File: src/rtl/pipe_stall_ctrl_if.sv
// rtl/pipe_stall_ctrl_if.sv - pipeline hazard/memory handshake bundle for the stall controller
interface pipe_stall_ctrl_if #(
  parameter int CNT_W = 16
);
  logic             hz_stall;
  logic             branch_taken;
  logic             dmem_req;
  logic             dmem_ready;
  logic             pc_write;
  logic             ifid_write;
  logic             ifid_flush;
  logic             idex_bubble;
  logic             pipe_hold;
  logic             mem_err;
  logic [CNT_W-1:0] stall_cnt;
  logic [CNT_W-1:0] flush_cnt;

  // pipeline side: raises hazard/memory status, consumes the enables
  modport master (
    output hz_stall, branch_taken, dmem_req, dmem_ready,
    input  pc_write, ifid_write, ifid_flush, idex_bubble, pipe_hold,
    input  mem_err, stall_cnt, flush_cnt
  );

  // controller side
  modport slave (
    input  hz_stall, branch_taken, dmem_req, dmem_ready,
    output pc_write, ifid_write, ifid_flush, idex_bubble, pipe_hold,
    output mem_err, stall_cnt, flush_cnt
  );
endinterface

File: src/rtl/pipe_stall_ctrl.sv
// rtl/pipe_stall_ctrl.sv - pipeline stall/flush/freeze controller with memory timeout
module pipe_stall_ctrl #(
  parameter int MEM_TIMEOUT = 255,
  parameter int CNT_W       = 16
) (
  input  logic               clk,
  input  logic               reset,
  pipe_stall_ctrl_if.slave   bus
);

  localparam int WAIT_W = (MEM_TIMEOUT < 2) ? 1 : $clog2(MEM_TIMEOUT + 1);
  localparam logic [WAIT_W-1:0] TIMEOUT  = WAIT_W'(MEM_TIMEOUT);
  localparam logic [WAIT_W-1:0] WAIT_ONE = WAIT_W'(1);

  typedef enum logic [1:0] {
    RUN      = 2'd0,
    MEM_WAIT = 2'd1,
    ERROR    = 2'd2
  } state_t;

  state_t            state;
  state_t            eff_state;
  state_t            next_state;
  logic [WAIT_W-1:0] wait_cnt;
  logic [WAIT_W-1:0] wait_nxt;
  logic [CNT_W-1:0]  stall_cnt;
  logic [CNT_W-1:0]  flush_cnt;

  logic pc_write;
  logic ifid_write;
  logic ifid_flush;
  logic idex_bubble;
  logic pipe_hold;
  logic mem_err;

  // Decode control enables and next state; reset makes the block look like RUN
  // so the pipeline keeps flowing while reset is held.
  always_comb begin
    eff_state   = reset ? RUN : state;
    next_state  = eff_state;
    wait_nxt    = wait_cnt;
    mem_err     = 1'b0;
    pipe_hold   = 1'b0;

    // Flow decision (branch beats load-use), overridden below by a freeze.
    pc_write    = 1'b1;
    ifid_write  = 1'b1;
    ifid_flush  = 1'b0;
    idex_bubble = 1'b0;
    if (bus.branch_taken) begin
      ifid_flush  = 1'b1;
      idex_bubble = 1'b1;
    end else if (bus.hz_stall) begin
      pc_write    = 1'b0;
      ifid_write  = 1'b0;
      idex_bubble = 1'b1;
    end

    case (eff_state)
      RUN: begin
        if (bus.dmem_req && !bus.dmem_ready) begin
          pc_write    = 1'b0;
          ifid_write  = 1'b0;
          ifid_flush  = 1'b0;
          idex_bubble = 1'b0;
          pipe_hold   = 1'b1;
          next_state  = MEM_WAIT;
          wait_nxt    = WAIT_ONE;
        end
      end
      MEM_WAIT: begin
        if (!bus.dmem_ready) begin
          pc_write    = 1'b0;
          ifid_write  = 1'b0;
          ifid_flush  = 1'b0;
          idex_bubble = 1'b0;
          pipe_hold   = 1'b1;
          // Counter stops at the limit, so it can never wrap.
          if (wait_cnt >= TIMEOUT) begin
            next_state = ERROR;
          end else begin
            wait_nxt = wait_cnt + WAIT_ONE;
          end
        end else begin
          // Release cycle: the held branch/stall takes effect now.
          next_state = RUN;
          wait_nxt   = '0;
        end
      end
      ERROR: begin
        pc_write    = 1'b0;
        ifid_write  = 1'b0;
        ifid_flush  = 1'b0;
        idex_bubble = 1'b0;
        pipe_hold   = 1'b1;
        mem_err     = 1'b1;
      end
      default: begin
        next_state = RUN;
        wait_nxt   = '0;
      end
    endcase
  end

  // State, wait counter and saturating performance counters.
  always_ff @(posedge clk) begin
    if (reset) begin
      state     <= RUN;
      wait_cnt  <= '0;
      stall_cnt <= '0;
      flush_cnt <= '0;
    end else begin
      state    <= next_state;
      wait_cnt <= wait_nxt;
      if (!pc_write && (stall_cnt != '1)) begin
        stall_cnt <= stall_cnt + 1'b1;
      end
      if (ifid_flush && (flush_cnt != '1)) begin
        flush_cnt <= flush_cnt + 1'b1;
      end
    end
  end

  assign bus.pc_write    = pc_write;
  assign bus.ifid_write  = ifid_write;
  assign bus.ifid_flush  = ifid_flush;
  assign bus.idex_bubble = idex_bubble;
  assign bus.pipe_hold   = pipe_hold;
  assign bus.mem_err     = mem_err;
  assign bus.stall_cnt   = stall_cnt;
  assign bus.flush_cnt   = flush_cnt;

endmodule

File: src/flat_wrapper.sv
// flat-port wrapper written by rule: the top's interface ports become plain ports
module pipe_stall_ctrl_flat 
#(
  parameter int MEM_TIMEOUT = 255,
  parameter int CNT_W       = 16
)
  (clk, reset, bus_hz_stall, bus_branch_taken, bus_dmem_req, bus_dmem_ready, bus_pc_write, bus_ifid_write, bus_ifid_flush, bus_idex_bubble, bus_pipe_hold, bus_mem_err, bus_stall_cnt, bus_flush_cnt);
  pipe_stall_ctrl_if #(.CNT_W(CNT_W)) bus_i ();
  input  logic clk;
  input  logic reset;
  input wire logic [$bits(bus_i.hz_stall)-1:0] bus_hz_stall;
  input wire logic [$bits(bus_i.branch_taken)-1:0] bus_branch_taken;
  input wire logic [$bits(bus_i.dmem_req)-1:0] bus_dmem_req;
  input wire logic [$bits(bus_i.dmem_ready)-1:0] bus_dmem_ready;
  output wire logic [$bits(bus_i.pc_write)-1:0] bus_pc_write;
  output wire logic [$bits(bus_i.ifid_write)-1:0] bus_ifid_write;
  output wire logic [$bits(bus_i.ifid_flush)-1:0] bus_ifid_flush;
  output wire logic [$bits(bus_i.idex_bubble)-1:0] bus_idex_bubble;
  output wire logic [$bits(bus_i.pipe_hold)-1:0] bus_pipe_hold;
  output wire logic [$bits(bus_i.mem_err)-1:0] bus_mem_err;
  output wire logic [$bits(bus_i.stall_cnt)-1:0] bus_stall_cnt;
  output wire logic [$bits(bus_i.flush_cnt)-1:0] bus_flush_cnt;
  assign bus_i.hz_stall = bus_hz_stall;
  assign bus_i.branch_taken = bus_branch_taken;
  assign bus_i.dmem_req = bus_dmem_req;
  assign bus_i.dmem_ready = bus_dmem_ready;
  assign bus_pc_write = bus_i.pc_write;
  assign bus_ifid_write = bus_i.ifid_write;
  assign bus_ifid_flush = bus_i.ifid_flush;
  assign bus_idex_bubble = bus_i.idex_bubble;
  assign bus_pipe_hold = bus_i.pipe_hold;
  assign bus_mem_err = bus_i.mem_err;
  assign bus_stall_cnt = bus_i.stall_cnt;
  assign bus_flush_cnt = bus_i.flush_cnt;
  pipe_stall_ctrl #(.MEM_TIMEOUT(MEM_TIMEOUT), .CNT_W(CNT_W)) u_core (.clk(clk), .reset(reset), .bus(bus_i));
endmodule
File: config.mk
export PLATFORM = sky130hd
export DESIGN_NAME = pipe_stall_ctrl_flat
export DESIGN_NICKNAME = d
export VERILOG_FILES = /design/src/rtl/pipe_stall_ctrl_if.sv /design/src/rtl/pipe_stall_ctrl.sv /design/src/flat_wrapper.sv
export SDC_FILE = /design/constraint.sdc
export NUM_CORES = 1
export LEC_CHECK = 0
export ABC_CLOCK_PERIOD_IN_PS = 2000
export BUFFER_PORTS_ARGS = -buffer_cell sky130_fd_sc_hd__buf_2
export CAP_MARGIN = 30
export CELL_PAD_IN_SITES_DETAIL_PLACEMENT = 0
export CELL_PAD_IN_SITES_GLOBAL_PLACEMENT = 1
export CORE_MARGIN = 4
export CORE_UTILIZATION = 38
export CTS_BUF_LIST = sky130_fd_sc_hd__clkbuf_8
export CTS_CLUSTER_DIAMETER = 100
export DETAILED_ROUTE_END_ITERATION = 12
export GPL_ROUTABILITY_DRIVEN = 0
export PLACE_DENSITY_LB_ADDON = 0.1
export SLEW_MARGIN = 20
export SYNTH_ARGS = -nofsm -noshare
export SYNTH_HDL_FRONTEND = slang
export SYNTH_SLANG_ARGS = --single-unit
File: constraint.sdc
create_clock -name clk -period 2 [get_ports clk]
set_input_delay 0 -clock clk [delete_from_list [all_inputs] [get_ports clk]]
set_output_delay 0 -clock clk [all_outputs]
set_load 0.005 [all_outputs]
==> flow_metrics.py, run 1 <==
metrics = {
    "timing": {
        "final_hold_viol_count": 0,
        "fin_crit_sh": 0.963,
        "hold-worst-slack_ns": 0.0985,
        "fin_crit_ns": 1.93,
        "skew_ns": 0.00545,
        "fmax_mhz": 519,
        "slew_violations": 0,
        "tightest_slew_ns": 0.533,
        "max-slew-margin-rel": 0.644,
        "rsz0062_at_grt": "true",
        "setup_ws_ns": 0.0745,
        "setup_violations": 0,
    },
    "setup_path": {
        "critPathLaunchType": "register",
        "worstPathCellList": "buf_4 > ha_1 > nand2_1 > nor4_1 > buf_4 > buf_4 > a2111oi_2 > mux2_2",
        "path_class": "reg -> reg",
        "crit_start": "u_core.bus.stall_cnt[0]",
        "cp.required_ns": 2.19,
        "r2r_start": "u_core.bus.stall_cnt[0]",
        "path_buf_inv": 3,
        "critPathTopFamily": "buffers and inverters",
        "cpMostUsedCell": "buf_4",
        "critical-path-slowest-cell": "mux2_2",
        "arrival_ns": 2.12,
        "cp-end-kind": "register",
        "slowest_delay_ns": 0.37,
        "critical_path.max_fanout": 8,
    },
    "finish": {
        "postLayoutCoreUtil": 0.546,
        "layout_commonest_cell": "buf_4",
        "layout_common_cells": "48 x buf_4, 43 x buf_2, 40 x dfxtp_1",
        "nFillCells": 572,
        "drive_gt1_frac": 0.396,
        "multi_input_area_mm2": 0.00165,
        "fin_cells": 449,
        "diodes": 0,
        "seq_area_um2": 843,
        "syn_to_final_growth_pct": 36.1,
        "layout.nets": 383,
    },
    "die": {
        "dieWidth_um": 88.2,
        "ios": 44,
        "rows": 28,
        "dieArea_mm2": 0.00778,
        "core_mm2": 0.00610,
        "initial_utilization": 0.401,
        "die_h_um": 88.2,
    },
    "detailed_routing": {
        "drtIter0Drc": 122,
        "finalWirelength_um": 6830,
        "firstDrtPassIters": 4,
        "vias_per_cell": 5.59,
        "drcViolationCount": 0,
        "avgRoutedWirePerCell_um": 15.2,
        "num_vias": 2510,
        "ant_nets": 0,
    },
    "clock_network": {
        "cts_tree": "built",
        "clk_pin_slew_ns": 0.08,
        "cts_root_buffer": "clkbuf_8",
        "clockBufferDepth": 2,
        "cts.sinks": 42,
        "htreeDepth": 2,
        "cts_made_buffers": 5,
        "clk_latency_ns": 0.29,
    },
    "logic_synthesis": {
        "yosys-top-cells-area": "dfxtp_1 34%, mux2_2 8.8%, nor2b_1 4.9%",
        "synth_nets": 297,
        "syn-mean-instance-area_um2": 8.49,
        "synth_edf_count": 0,
        "ys_seq_area_frac": 0.344,
        "syn_inst": 288,
        "ys_types": 45,
        "yosysWarnings": 0,
        "synth_top_cell_area_share": 0.344,
        "synthFlopType": "dfxtp_1",
        "synthArstFlopShare": 0,
        "synth_top_area_cell": "dfxtp_1",
        "netlist_area_mm2": 0.00244,
        "yosys_register_bits": 42,
    },
    "pwr": {
        "pwr-share-clk": 0.333,
        "swShare": 0.260,
        "p_leak_nw": 1.32,
        "intPower_mw": 1.17,
        "switchingPower_uw": 410,
        "ir_drop_mv": 0.259,
        "cellPowerDensity_mw_per_mm2": 474,
        "share_comb_of_total_power": 0.126,
        "p_seq_frac": 0.541,
    },
    "global_route": {
        "grt_max_degree": 51,
        "grt_pass1_wl_um": 11300,
        "antenna_found_initial": 0,
        "grt_use_met3": 0.0298,
        "grtUsageTotal": 0.180,
        "grt_use_met2": 0.281,
        "busiest_layer": "met2",
        "overflow": 0,
        "use_met1": 0.256,
        "grt_pass1_vias": 2343,
    },
    "run": {
        "drv_cap": 0,
    },
    "min_path": {
        "min_from": "reset",
        "min_path_type": "in -> reg",
    },
    "run_status": {
        "status": "finished clean",
    },
    "placement": {
        "dp_hpwl_um": 4730,
        "dp_slack_ns": -0.0785,
        "placedCellCount": 433,
        "io_buffers": 43,
    },
}
worst reg2reg max path, stage by stage (launching register included):
cell,delay (ns)
dfxtp_1,0.31
buf_4,0.14
ha_1,0.21
nand2_1,0.09
nor4_1,0.05
buf_4,0.17
buf_4,0.16
a2111oi_2,0.33
mux2_2,0.37
flip-flops by register name (all words and copies together), names as in the netlist:
name	flops
u_core.bus.flush_cnt	16
u_core.bus.stall_cnt	16
u_core.state	2
u_core.wait_cnt	8
Yosys cell counts, types with 4 or more instances:
master / instances
nand4_1: 7
a2111oi_0: 5
nor4_1: 9
a311oi_2: 4
and4_1: 6
nor2b_1: 19
nor2_1: 27
or4_1: 8
mux2_2: 19
a211oi_1: 7
dfxtp_1: 42
o21ai_0: 5
nand3_1: 14
clkbuf_1: 11
inv_1: 10
a21oi_1: 14
nand2_1: 24
o31ai_1: 8
final timing paths:
| kind | cells after the start | endpoint | slack, ns |
|---|---|---|---|
| setup / recovery | 8 | u_core.bus.stall_cnt[8] | 0.07 |
| hold / removal | 3 | u_core.wait_cnt[0] | 0.1 |
| setup reg to reg | 8 | u_core.bus.stall_cnt[8] | 0.07 |
| hold reg to reg | 2 | u_core.bus.flush_cnt[9] | 0.51 |
layout make-up:
cell class,count,area share
Clock buffer,5,0.0207
Clock inverter,2,0.00226
Inverter,10,0.0113
Multi-Input combinational cell,220,0.495
Sequential cell,42,0.253
Tap cell,75,0.0282
Timing Repair Buffer,95,0.189
logic make-up after synthesis:
family / share of synthesized area
AND/OR/NAND/NOR: 0.308
flip-flops: 0.344
adder cells (fa/ha/maj): 0.0154
AO/OA/AOI/OAI: 0.189
multiplexers: 0.0957
buffers and inverters: 0.0486
power by group through the flow:
stage	clock network, mW	logic, mW	registers, mW
after floorplan	0	0.0943	0.878
after global placement	0	0.177	0.873
after detailed placement	0	0.178	0.873
after CTS	0.547	0.185	0.853
after global routing	0.579	0.222	0.855
final	0.526	0.200	0.853
layer usage:
layer | part of all wire | routed length (um) | vias up
met5 | 0 | 0 | -
met4 | 0.011 | 76 | 0
met3 | 0.039 | 263 | 7
met2 | 0.47 | 3180 | 52
met1 | 0.48 | 3310 | 1185
li1 | - | - | 1266
per-stage QoR:
step	setup TNS, ns	instance area, um2	power (mW)
finish	0	3330	1.58
floorplan	0	2440	0.972
global route	-0.0764	3330	1.66
global placement	-0.349	3030	1.05
detailed placement	-0.410	3030	1.05
CTS	0	3170	1.58
repair_timing:
| action | CTS | global route |
|---|---|---|
| hold buffers | 2 | 0 |
| buffers inserted | 0 | 7 |
| gates resized for setup | 13 | 22 |
| endpoints found under the hold margin | 1 | 0 |
| endpoints found under the setup margin | 15 | 32 |
No activity file was read; power rests on OpenSTA's default activity.
==> run 2, diff against run 1 <==
--- a/config.mk
+++ b/config.mk
@@ -5,13 +5,14 @@
 export SDC_FILE = /design/constraint.sdc
 export NUM_CORES = 1
 export LEC_CHECK = 0
+export ABC_AREA = 1
 export ABC_CLOCK_PERIOD_IN_PS = 2000
 export BUFFER_PORTS_ARGS = -buffer_cell sky130_fd_sc_hd__buf_2
 export CAP_MARGIN = 30
 export CELL_PAD_IN_SITES_DETAIL_PLACEMENT = 0
 export CELL_PAD_IN_SITES_GLOBAL_PLACEMENT = 1
 export CORE_MARGIN = 4
-export CORE_UTILIZATION = 38
+export CORE_UTILIZATION = 36
 export CTS_BUF_LIST = sky130_fd_sc_hd__clkbuf_8
 export CTS_CLUSTER_DIAMETER = 100
 export DETAILED_ROUTE_END_ITERATION = 12
==> flow_metrics.py, run 2 <==
metrics = {
    "logic_synthesis": {
        "synth_xor_area_frac": 0.0339,
        "synth_top_cell_area_share": 0.325,
        "synth_nets": 434,
        "synth_mux_area_frac": 0,
        "yosysWarnings": 0,
        "synth_top_area_cell": "dfxtp_1",
        "synthFlopType": "dfxtp_1",
        "syn-mean-instance-area_um2": 6.09,
        "yosys.area_share.simple": 0.443,
        "netlist_area_mm2": 0.00259,
        "synth_compound_area_frac": 0.0997,
        "yosys-top-cells-area": "dfxtp_1 33%, nand2_1 22%, nor2_1 8.3%",
        "ys_types": 26,
        "syn_inst": 425,
        "synth_edf_count": 0,
        "synthArstFlopShare": 0,
        "synthTopCellsByCount": "153 x nand2_1, 57 x nor2_1, 42 x dfxtp_1",
        "ys_seq_area_frac": 0.325,
        "synth_top_family_by_area": "simple AND/OR/NAND/NOR gates",
        "synth_fa_ha_area_frac": 0.0145,
        "yosys_register_bits": 42,
        "synth_most_common_cell": "nand2_1",
    },
    "global_route": {
        "grt_pass1_vias": 2382,
        "grt_max_degree": 32,
        "overflow": 0,
        "antenna_found_initial": 0,
        "grt_pass1_wl_um": 11600,
        "grtUsageTotal": 0.164,
    },
    "die": {
        "core_mm2": 0.00687,
        "initial_utilization": 0.377,
        "dieWidth_um": 92.8,
        "dieArea_mm2": 0.00860,
        "rows": 30,
        "ios": 44,
        "die_h_um": 92.8,
    },
    "setup_path": {
        "cp.required_ns": 2.23,
        "path_buf_inv": 0,
        "critical-path-slowest-cell": "a21oi_1",
        "slowest_delay_ns": 0.45,
        "cpMostUsedCell": "nand2_1",
        "cp-end-kind": "register",
        "arrival_ns": 1.92,
        "critPathTopFamily": "compound AO/OA/AOI/OAI gates",
        "critPathLaunchType": "register",
        "worstPathCellList": "ha_1 > nand2_1 > nor2_2 > nand2_1 > nor2_1 > a21oi_1 > nand2_1 > a21oi_1",
        "critical_path.max_fanout": 6,
        "path_class": "reg -> reg",
    },
    "finish": {
        "nFillCells": 771,
        "syn_to_final_growth_pct": 17.0,
        "drive_gt1_frac": 0.167,
        "layout_common_cells": "152 x nand2_1, 57 x nor2_1, 43 x buf_2",
        "layout_commonest_cell": "nand2_1",
        "layout.nets": 481,
        "top_regs": "u_core.bus.flush_cnt x16, u_core.bus.stall_cnt x16, u_core.wait_cnt x8",
        "diodes": 0,
        "multi_input_area_mm2": 0.00153,
        "seq_area_um2": 841,
    },
    "pwr": {
        "cellPowerDensity_mw_per_mm2": 564,
        "p_leak_nw": 1.31,
        "ir_drop_mv": 0.404,
    },
    "run": {
        "drv_cap": 0,
    },
    "detailed_routing": {
        "num_vias": 2677,
        "finalWirelength_um": 6990,
        "ant_nets": 0,
        "vias_per_cell": 4.70,
        "avgRoutedWirePerCell_um": 12.3,
        "drtIter0Drc": 89,
        "drcViolationCount": 0,
        "firstDrtPassIters": 4,
    },
    "timing": {
        "rsz0062_at_grt": "false",
        "hold-worst-slack_ns": 0.0305,
        "fin_crit_sh": 0.848,
        "fmax_mhz": 590,
        "fin_crit_ns": 1.70,
        "skew_ns": 0.00494,
        "setup_violations": 0,
        "slew_violations": 0,
        "max-slew-margin-rel": 0.622,
        "tightest_slew_ns": 0.568,
        "tns_ns": 0,
        "final_hold_viol_count": 0,
    },
    "clock_network": {
        "cts_made_buffers": 5,
        "htreeDepth": 2,
        "clk_pin_slew_ns": 0.08,
        "clockBufferDepth": 2,
        "clk_latency_ns": 0.29,
        "cts_root_buffer": "clkbuf_8",
        "cts.sinks": 42,
        "ctsHoldBuffers": 0,
        "cts_tree": "built",
    },
    "placement": {
        "io_buffers": 43,
        "dp_hpwl_um": 5060,
    },
    "min_path": {
        "min_path_type": "in -> reg",
    },
    "run_status": {
        "status": "finished clean",
    },
}
==> run 2: cell types whose count changed in the layout (fill, tap and decap cells not counted), sizes merged, moves of 30 or more <==
| cell | delta |
|---|---|
| nor2 | +36 |
| nand2 | +135 |
| buf | -43 |
| inv | +30 |
==> run 2: final timing paths <==
path | from | end | slack (ns) | depth (start not counted)
max | u_core.bus.stall_cnt[1] | u_core.bus.stall_cnt[15] | 0.30 | 8
min | bus_dmem_ready | u_core.state[0] | 0.03 | 4
max reg2reg | u_core.bus.stall_cnt[1] | u_core.bus.stall_cnt[15] | 0.30 | 8
min reg2reg | u_core.wait_cnt[6] | u_core.wait_cnt[6] | 0.49 | 2
==> run 2: kinds of logic after synthesis <==
group	Yosys count
buf+inv	52
simple gates	270
fa+ha+maj	3
compound gates	48
flops	42
xor+xnor	10
==> run 2: metal layers <==
metal,track usage,share of wire,vias to the layer above
met3,0.0341,0.046,4
met1,0.237,0.52,1189
met4,0.0440,0.0093,0
met2,0.247,0.42,48
li1,-,-,1436
met5,0,0,-
==> run 2: cell type report <==
type | instances | share of cell area
sequential | 42 | 0.278
multi-input combinational | 331 | 0.506
inverter | 42 | 0.0521
clock buffer | 5 | 0.0227
timing repair buffer | 50 | 0.0885
tap | 96 | 0.0397
clock inverter | 3 | 0.0132
==> run 2: repair_timing <==
item	in CTS	in global routing
setup endpoints to repair	0	3
gates resized for setup	0	1
setup buffers	0	0
==> run 2: power breakdown <==
| part | switching (mW) | internal, mW | leakage (nW) |
|---|---|---|---|
| Combinational | 0.114 | 0.0509 | 0.911 |
| Sequential | 0.0182 | 0.852 | 0.340 |
| Clock | 0.304 | 0.368 | 0.0579 |
==> run 2: worst min-delay path, stage by stage <==
cell and delay [ns]:
buf_2 0.10, nor2_1 0.07, nand2_1 0.06, a21oi_1 0.05
==> run 2: stage by stage <==
step / instance area, um2 / cells / setup WS (ns) / utilization / power (mW)
4_1_cts: 3020 / 569 / 0.195 / 0.440 / 1.74
3_3_place_gp: 2920 / 561 / 0.331 / 0.424 / 1.06
5_1_grt: 3030 / 569 / 0.0801 / 0.441 / 1.80
2_1_floorplan: 2590 / 425 / 0.489 / - / 1.00
6_report: 3030 / 569 / 0.304 / 0.441 / 1.71
3_5_place_dp: 2920 / 561 / 0.215 / 0.424 / 1.06
==> run 3, diff against run 2 <==
--- a/config.mk
+++ b/config.mk
@@ -6,13 +6,13 @@
 export NUM_CORES = 1
 export LEC_CHECK = 0
 export ABC_AREA = 1
-export ABC_CLOCK_PERIOD_IN_PS = 2000
+export ABC_CLOCK_PERIOD_IN_PS = 1700
 export BUFFER_PORTS_ARGS = -buffer_cell sky130_fd_sc_hd__buf_2
 export CAP_MARGIN = 30
 export CELL_PAD_IN_SITES_DETAIL_PLACEMENT = 0
 export CELL_PAD_IN_SITES_GLOBAL_PLACEMENT = 1
 export CORE_MARGIN = 4
-export CORE_UTILIZATION = 36
+export CORE_UTILIZATION = 38
 export CTS_BUF_LIST = sky130_fd_sc_hd__clkbuf_8
 export CTS_CLUSTER_DIAMETER = 100
 export DETAILED_ROUTE_END_ITERATION = 12
==> constraint.sdc (replaced) <==
create_clock -name clk -period 1.7 [get_ports clk]
set_input_delay 0 -clock clk [delete_from_list [all_inputs] [get_ports clk]]
set_output_delay 0 -clock clk [all_outputs]
set_load 0.005 [all_outputs]
==> flow_metrics.py, run 3 (same netlist as run 2, synthesis figures left out) <==
metrics = {
    "timing": {
        "rsz0062_at_grt": "false",
        "tightest_slew_ns": 0.385,
        "fmax_mhz": 638,
        "skew_ns": 0.00753,
        "slew_violations": 0,
        "tns_ns": 0,
        "final_hold_viol_count": 0,
        "fin_crit_sh": 0.922,
        "fin_crit_ns": 1.57,
        "hold-worst-slack_ns": 0.0110,
        "setup_violations": 0,
        "max-slew-margin-rel": 0.743,
    },
    "clock_network": {
        "clk_pin_slew_ns": 0.09,
        "cts_tree": "built",
        "clk_latency_ns": 0.30,
        "clockBufferDepth": 2,
        "cts_made_buffers": 5,
        "cts.sinks": 42,
        "cts_root_buffer": "clkbuf_8",
        "htreeDepth": 2,
    },
    "pwr": {
        "p_leak_nw": 1.42,
        "ir_drop_mv": 0.300,
        "power_mw": 1.94,
        "cellPowerDensity_mw_per_mm2": 607,
    },
    "finish": {
        "layout_commonest_cell": "nand2_1",
        "fin_cells": 572,
        "seq_area_um2": 843,
        "syn_to_final_growth_pct": 23.7,
        "finalInstanceArea_mm2": 0.00320,
        "multi_input_area_mm2": 0.00156,
        "layout_common_cells": "151 x nand2_1, 56 x nor2_1, 43 x buf_2",
        "top_regs": "u_core.bus.flush_cnt x16, u_core.bus.stall_cnt x16, u_core.wait_cnt x8",
        "diodes": 0,
        "drive_gt1_frac": 0.214,
        "nFillCells": 715,
        "layout.nets": 503,
    },
    "global_route": {
        "grt_use_met3": 0.0342,
        "grtUsageTotal": 0.182,
        "grt_pass1_vias": 2684,
        "grt_pass1_wl_um": 12500,
        "busiest_layer": "met2",
        "overflow": 0,
        "grt_use_met2": 0.309,
        "antenna_found_initial": 0,
        "use_met1": 0.237,
        "grt_max_degree": 30,
    },
    "die": {
        "core_mm2": 0.00649,
        "initial_utilization": 0.398,
        "die_h_um": 90.5,
        "ios": 44,
        "rows": 29,
        "dieArea_mm2": 0.00819,
        "dieWidth_um": 90.5,
    },
    "setup_path": {
        "reg2reg_depth": 8,
        "setup.worst_path.end": "bus_pc_write",
        "cp-end-kind": "output pin",
        "critical_path.max_fanout": 12,
        "rrSetupSlack_ns": 0.16,
        "arrival_ns": 1.57,
        "reg2reg_to": "u_core.bus.flush_cnt[11]",
        "r2r_start": "u_core.bus.flush_cnt[4]",
        "path_class": "reg -> out",
        "crit_start": "u_core.state[1]",
        "critPathLaunchType": "register",
        "cp.required_ns": 1.70,
    },
    "detailed_routing": {
        "firstDrtPassIters": 4,
        "finalWirelength_um": 7300,
        "ant_nets": 0,
        "drtIter0Drc": 93,
        "num_vias": 2829,
        "drcViolationCount": 0,
        "vias_per_cell": 4.95,
        "avgRoutedWirePerCell_um": 12.8,
    },
    "run_status": {
        "status": "finished clean",
    },
    "placement": {
        "io_buffers": 43,
        "place_area_mm2": 0.00304,
        "placedCellCount": 562,
        "dp_hpwl_um": 5480,
    },
    "min_path": {
        "min_path_type": "in -> reg",
    },
    "run": {
        "drv_cap": 0,
    },
}
## run 3: cell types whose count changed in the layout (fill, tap and decap cells not counted), sizes merged
cell         before  now
buf              50   71
clkinv            2    1
inv              42   43
bufinv            1    0
clkbuf            5    6
dlygate4sd3       0    1
## run 3: worst min path at each step
stage                   startpoint         endpoint  slack, ns  depth (start not counted)
floorplan             bus_hz_stall  bus_idex_bubble        0.1                          2
global placement             reset  u_core.state[0]       0.23                          2
detailed placement           reset  u_core.state[0]       0.23                          2
CTS                 bus_dmem_ready  u_core.state[0]      0.005                          4
global route        bus_dmem_ready  u_core.state[0]       0.03                          4
finish              bus_dmem_ready  u_core.state[0]       0.01                          4
## run 3: critical path, cell delays in order (launching register included)
cell     delay [ns]
dfxtp_2        0.38
inv_2          0.06
nand2_2        0.08
nand3_1        0.12
nand2_4        0.15
nand2_2        0.10
buf_4          0.20
inv_1          0.07
buf_2          0.10
## run 3: metrics by stage
stage          setup slack, ns   util
2_1_floorplan            0.189      -
3_3_place_gp            0.0916  0.468
3_5_place_dp            0.0640  0.468
4_1_cts                0.00797  0.484
5_1_grt                 0.0148  0.492
6_report                 0.132  0.492
## run 3: repair_timing
action,4_1_cts,5_1_grt
endpoints found under the setup margin,0,27
hold endpoints to repair,1,0
hold buffers,1,0
gates resized for setup,0,10
setup buffers,0,1
## run 3: area by class of cell
| class | count | share of cell area |
|---|---|---|
| Timing Repair Buffer | 72 | 0.140 |
| Clock buffer | 6 | 0.0258 |
| Clock inverter | 2 | 0.00274 |
| Inverter | 42 | 0.0493 |
| Multi-Input combinational cell | 331 | 0.488 |
| Tap cell | 77 | 0.0301 |
| Sequential cell | 42 | 0.264 |
## run 3: layer usage
metal | vias to the layer above | routed length (um) | share of wire
met4 | 0 | 92 | 0.013
met2 | 41 | 3440 | 0.47
met1 | 1294 | 3550 | 0.49
met3 | 9 | 215 | 0.029
li1 | 1485 | - | -
met5 | - | 0 | 0
## run 3: power by group
group / total [mW] / switching [mW] / internal [mW]
logic: 0.242 / 0.151 / 0.0909
clock network: 0.682 / 0.360 / 0.322
registers: 1.02 / 0.0146 / 1.00
